[src/rtl/status_fifo.sv]
// Synchronous status FIFO with occupancy count, threshold flags and optional FWFT read.
// Sticky overflow/underflow flags exist only when STATUS_FIFO_ERR_FLAGS_EN is defined.
module status_fifo #(
  parameter int DataWidth         = 8,
  parameter int Depth             = 16,
  parameter int AlmostFullThresh  = 14,
  parameter int AlmostEmptyThresh = 2,
  parameter int Fwft              = 1
) (
  input  logic                       clk,
  input  logic                       rst_n,
  input  logic                       writeEN,
  input  logic [DataWidth-1:0]       writeData,
  input  logic                       readEN,
  input  logic                       clearErr,
  output logic [DataWidth-1:0]       readData,
  output logic                       readValid,
  output logic                       full,
  output logic                       empty,
  output logic                       almostFull,
  output logic                       almostEmpty,
  output logic [$clog2(Depth):0]     count,
  output logic                       overflow,
  output logic                       underflow
);

  localparam int AW = $clog2(Depth);
  localparam int PW = AW + 1;

  logic [DataWidth-1:0] r_mem [Depth];
  logic [PW-1:0]        r_wr_ptr;
  logic [PW-1:0]        r_rd_ptr;
  logic [PW-1:0]        r_count;
  logic                 w_wr_acc;
  logic                 w_rd_acc;
  logic [AW-1:0]        w_wr_addr;
  logic [AW-1:0]        w_rd_addr;

  assign full        = (r_count == PW'(Depth));
  assign empty       = (r_count == '0);
  assign almostFull  = (r_count >= PW'(AlmostFullThresh));
  assign almostEmpty = (r_count <= PW'(AlmostEmptyThresh));
  assign count       = r_count;

  // Acceptance uses this cycle's flags, so a simultaneous read never frees room for a write.
  assign w_wr_acc  = writeEN && !full;
  assign w_rd_acc  = readEN && !empty;
  assign w_wr_addr = r_wr_ptr[AW-1:0];
  assign w_rd_addr = r_rd_ptr[AW-1:0];

  always_ff @(posedge clk) begin
    if (w_wr_acc) begin
      r_mem[w_wr_addr] <= writeData;
    end
  end

  always_ff @(posedge clk or negedge rst_n) begin
    if (!rst_n) begin
      r_wr_ptr <= '0;
      r_rd_ptr <= '0;
      r_count  <= '0;
    end else begin
      if (w_wr_acc) r_wr_ptr <= r_wr_ptr + 1'b1;
      if (w_rd_acc) r_rd_ptr <= r_rd_ptr + 1'b1;
      case ({w_wr_acc, w_rd_acc})
        2'b10:   r_count <= r_count + 1'b1;
        2'b01:   r_count <= r_count - 1'b1;
        default: r_count <= r_count;
      endcase
    end
  end

  generate
    if (Fwft != 0) begin : g_fwft
      assign readData  = r_mem[w_rd_addr];
      assign readValid = !empty;
    end else begin : g_reg_read
      logic [DataWidth-1:0] r_read_data;
      logic                 r_read_valid;

      always_ff @(posedge clk or negedge rst_n) begin
        if (!rst_n) begin
          r_read_data  <= '0;
          r_read_valid <= 1'b0;
        end else begin
          r_read_valid <= w_rd_acc;
          if (w_rd_acc) r_read_data <= r_mem[w_rd_addr];
        end
      end

      assign readData  = r_read_data;
      assign readValid = r_read_valid;
    end
  endgenerate

`ifdef STATUS_FIFO_ERR_FLAGS_EN
  logic r_overflow;
  logic r_underflow;

  // A new error wins over a coincident clear.
  always_ff @(posedge clk or negedge rst_n) begin
    if (!rst_n) begin
      r_overflow  <= 1'b0;
      r_underflow <= 1'b0;
    end else begin
      if (writeEN && full)      r_overflow <= 1'b1;
      else if (clearErr)        r_overflow <= 1'b0;
      if (readEN && empty)      r_underflow <= 1'b1;
      else if (clearErr)        r_underflow <= 1'b0;
    end
  end

  assign overflow  = r_overflow;
  assign underflow = r_underflow;
`else
  logic w_unused_clear_err;
  assign w_unused_clear_err = clearErr;
  assign overflow           = 1'b0;
  assign underflow          = 1'b0;
`endif

endmodule
[config.mk]
export PLATFORM = sky130hd
export DESIGN_NAME = status_fifo
export DESIGN_NICKNAME = d
export VERILOG_FILES = /design/src/rtl/status_fifo.sv
export SDC_FILE = /design/constraint.sdc
export NUM_CORES = 1
export LEC_CHECK = 0
export BUFFER_PORTS_ARGS = -buffer_cell sky130_fd_sc_hd__buf_2
export CORE_ASPECT_RATIO = 1.25
export CORE_UTILIZATION = 57
export CTS_CLUSTER_SIZE = 10
export DETAILED_ROUTE_END_ITERATION = 12
export PLACE_DENSITY = 0.75
export SYNTH_ARGS = -nofsm -noshare
export SYNTH_HDL_FRONTEND = slang
export SYNTH_SLANG_ARGS = --single-unit
[constraint.sdc]
create_clock -name clk -period 3.4 [get_ports clk]
set_input_delay 0.85 -clock clk [delete_from_list [all_inputs] [get_ports clk]]
set_output_delay 0.85 -clock clk [all_outputs]
set_load 0.01 [all_outputs]
* After elaboration in Yosys (flattened, before gate mapping) *
Memory sizes are Yosys's and may differ from the RTL's.
Cells that the tools add are included.

storage, ports and cells
  output and inout port bits = 20
  bits in writable memories = 128
  logic and storage cells = 22
  input port bits = 13
  register bits after elaboration = 15
  memories = 1

operators by class
  add/subtract/negate cells = 4
  $lt $le $gt $ge = 2
  mux-type cells = 3
  reductions and logical operators = 6
  eq/ne operators = 3

memories
  name   words  width  rd ports  clocked after memory_dff  wr ports  line  source
  r_mem  16     8      1         0                         1         30    logic [DataWidth-1:0] r_mem [Depth];

operators with widths
  cell                 number
  $add 5x1->5 const B  3
  $pmux 5 s2           1
  $eq 5x5->1 const B   1
  $ge 5x4->1 const B   1
  $le 5x2->1 const B   1
  $logic_not 5->1      1
  $sub 5x1->5 const B  1
  $eq 2x1->1 const B   1
  $eq 2x2->1 const B   1
  $logic_and 1x1->1    2
  $logic_not 1->1      2
  $mux 1               2
  $reduce_bool 2->1    1

* Logic depth before layout (Yosys ltp) *
  word-level depth = 5
  mapped depth = 9
  depth with buffers taken out = 9

* Least setup slack after synthesis *
No wires, ideal clock.

  kind = in2reg
  start point = input port writeEN
  end point = register r_count[4] (netlist: count[4])
  stages on the path = 8
  required time = 3.320 ns
  data arrival time = 2.544 ns
  path buffers = 0
  path slack = 0.776 ns
  path through = a21boi_2 -> inv_1 -> ha_1 -> fa_1 -> a21o_1 -> a21oi_1 -> mux2i_1 -> xnor2_1

on the way
  cells in the longest elaborated chain, start to end = 3
  elaborated cells between the ends (all ways) = 5
  those cells by class = eq/ne (2); mux (1); reduce/logical (2)

RTL lines
  element                                          line  source
  from (decl)                                      12    input logic writeEN,
  $logic_and 1x1->1 (*)                            46    assign w_wr_acc = writeEN && !full;
  $eq 2x1->1 or $eq 2x2->1 (tied branches)         65    case ({w_wr_acc, w_rd_acc})
  $pmux 5 s2 or $reduce_bool 2->1 (tied branches)  -
  to (signal assigned)                             66    2'b10: r_count <= r_count + 1'b1;
  to (signal assigned)                             67    2'b01: r_count <= r_count - 1'b1;
  to (signal assigned)                             68    default: r_count <= r_count;
  to (decl)                                        33    logic [PW-1:0] r_count;

Every way passes the cells marked *; elsewhere a longest branch is shown, timed or not.
A chain may end at the register's enable or synchronous reset.

* Worst setup path after layout *
  start point = register r_rd_ptr[2]
  end point = output port readData[0]

on the way
  cells in the longest elaborated chain, start to end = 1

RTL lines
  element                 line  source
  from (decl)             32    logic [PW-1:0] r_rd_ptr;
  from (signal assigned)  64    if (w_rd_acc) r_rd_ptr <= r_rd_ptr + 1'b1;
  $mem_v2 16x8            -
  to (decl)               16    output logic [DataWidth-1:0] readData,

No other way between the ends.

==> metrics.md <==
| Metric | Value |
|---|---|
| CTS root buf | `clkbuf_16` |
| Via count | `3,173` |
| Die X-Extent | `92.3 µm` |
| CTS clk-pin slew, worst paths | `0.06 ns` |
| Biggest area consumer among synthesized cells | `edfxtp_1` |
| Antenna Violating Nets Remaining | `0` |
| Core area | `9760 µm²` |
| Slew HR | `between 30% and 40%` |
| TNS Setup | `0 ns` |
| Seq/Total Area, Yosys | `71.7%` |
| Number of flops mapped to enable cells by yosys | `128` |
| Post-Syn Area | `5810 µm²` |
| Starting density of the core | `59.6%` |
| Mapped Avg Cell Area | `17.8 µm²` |
| Reg2Reg Depth | `8` |
| Port Buffers | `29` |
| Hold_buf cts | `0` |
| Die Area | `between 10,000 and 15,000 µm²` |
| Remaining DRCs | `0` |
| DP HPWL | `7.39 mm` |
| Top cells by area, synth | `edfxtp_1, mux4_2, mux2i_1` |
| Number of global-route vias before repair | `3,341` |
| PwrDens | `926 nW/µm²` |
| Finished Layout Cells | `517` |
| Async set-reset flop share out of synthesis | `9.22%` |
| Dpl cells | `485` |
| CTS max path bufs | `2` |
| Largest net degree at the start of global routing | `29` |
| Height of the die | `115 µm` |
| Max Clock Freq | `306 MHz` |
| Top-area cell type share of the netlist area | `66.1%` |
| VDD IR-drop max | `572 µV` |
| RSZ-0062 raised after global routing | `no` |
| Ant diodes | `0` |
| CTS Sinks | `141` |
| GRT Util Overall | `24.9%` |
| Outcome | `complete, no violations` |
| Cells after synthesis | `326` |
| Final WL | `11.9 mm` |
| Slack of the critical path | `0.134 ns` |
| Slew Viols, Final | `0` |
| Fin. Hold Viols | `0` |
| Leak pwr | `approximately 2.5 nW` |
| Clock Skew | `0.00789 ns` |
| Library cells used by synthesis | `36` |
| Crit Path Category | `reg2out` |
| Routed length per placed instance | `23.1 µm` |
| Layout cells sized above 1 | `27.1%` |
| Most common cell in the netlist | `edfxtp_1` |
| Skew-Pair Late Insertion Delay | `approximately 0.42 ns` |
| Synth top cells by count | `edfxtp_1, mux2i_1, nand2_1` |
| FP Rows | `40` |
| Worst Tran Pin Value | `0.933 ns` |
| Critical Path Start Type | `flop` |
| Gpl congestion | `0.762` |
| Maximum capacitance violations | `0` |
| Drt first pass iters | `5` |
| Critical Path Slowest Stage Cell | `dfrtp_1` |
| Fill count | `621` |
| Area delta synth->final | `17.7%` |
| Drt initial violations | `a little over 300` |
| Setup WS pre-CTS | `0.519 ns` |
| Power consumption | `0.00633 W` |
| Register Area | `4170 µm²` |
| H-tree depth | `4` |
| Area of the multi-input gates | `approximately 1500 µm²` |
| Vias per cell | `6.14` |
| Tcrit/Tclk final | `96.1%` |
| Worst hold-check path type | `in2async` |
| First-pass GRT wire length | `18.5 mm` |
| Main synth FF type | `edfxtp_1` |
| Total gr overflow | `0` |
| CTS tree | `done` |
| CP endpoint kind | `primary output` |
| Final core utilization | `70.1%` |
| Crit path arrival time | `approximately 2.4 ns` |
| Setup-failing EPs final | `0` |
| TritonCTS Buffers | `17` |
| CP max FO | `16` |
| Post-CTS Setup Bufs | `0` |
| CP required | `between 2 and 3 ns` |
| Synthesized flop and latch total | `141` |
| Ports | `33` |
| Cells along the critical path | `nor2b_1, buf_4, a221oi_1, a22oi_1, nand2_1, buf_2` |
| Final layout net count | `roughly 400` |
| Antenna violations before repair | `0` |
| Min Tclk post-route | `~3.3 ns` |
| # resized after CTS | `0` |
| Yosys warns | `0` |
| Worst path max stage delay | `between 0.5 and 0.6 ns` |
==> cells by family (layout without fill, tap and decap cells) <==
group,Yosys count,count (layout),share of synthesized area (%)
flip-flops,141,141,71.7
other,1,2,0.0645
multiplexers,51,51,12.3
adder cells (fa/ha/maj),10,10,2.28
AO/OA/AOI/OAI,42,42,5.40
AND/OR/NAND/NOR,46,46,3.75
XOR/XNOR,10,10,1.51
buffers and inverters,25,89,2.99
==> power by group <==
group | total, W | internal, W | leakage [nW] | switching [W]
combinational | 0.00181 | 0.000813 | 0.867 | 0.000998
sequential | 0.00237 | 0.00213 | 1.31 | 0.000243
clock | 0.00215 | 0.00145 | 0.334 | 0.000700
total | 0.00633 | 0.00439 | 2.51 | 0.00194
==> critical path: cells and delay by family, from the launching register on <==
kind	cells	cell delay, ns
buffers and inverters	2	0.35
and+or+nand+nor	2	0.35
AOI/OAI and AO/OA	2	0.69
DFF	1	0.59
==> metal layers <==
metal,GRT usage (%),part of all wire (%)
met5,0,0
met1,31.1,39
met4,13.2,3.4
met2,40.3,52
met3,6.61,6.1
==> state kept, by name, summed over array words and instances, names as in the netlist <==
name / count
count: 5
r_rd_ptr: 4
r_wr_ptr: 4
r_mem: 128
==> final cells by class <==
class,count,share of cell area [%]
clock buffers,17,6.22
repair buffers,51,4.72
inverters,6,0.329
flip-flops and latches,141,61.0
clock inverters,15,3.90
well taps,126,2.31
multi-input cells,161,21.5
==> path summary, 6_finish.rpt <==
check / from / end / slack (ns)
worst min-delay path: rst_n / r_wr_ptr[2] / 0.33
max in group asynchronous: rst_n / r_rd_ptr[0] / 2.80
worst max-delay path: r_rd_ptr[2] / readData[0] / 0.13
worst max register to register: count[1] / count[4] / 0.71
min in group clk: count[4] / count[4] / 0.58
worst min register to register: count[4] / count[4] / 0.58
==> through the flow <==
stage / instance area [µm²] / hold WS [ns]
2_1_floorplan: 5820 / 0.551
4_1_cts: 6840 / 0.325
5_1_grt: 6840 / 0.334
3_3_place_gp: 6150 / 0.574
6_report: 6840 / 0.330
3_5_place_dp: 6150 / 0.578
==> cells in the final DEF, fill, tap and decap left out, types with 7 or more instances in the layout <==
cell / netlist / final
o21ai_0: 11 / 11
mux2i_1: 33 / 33
xnor2_1: 8 / 8
a221oi_1: 15 / 15
bufinv_16: 0 / 7
ha_1: 9 / 9
clkbuf_16: 0 / 17
mux4_2: 16 / 16
dfrtp_1: 13 / 12
buf_2: 0 / 29
nor2_1: 13 / 13
nand2_1: 19 / 19
a22oi_1: 8 / 8
edfxtp_1: 128 / 128
buf_4: 4 / 21
(Power assumes the default switching activity.)
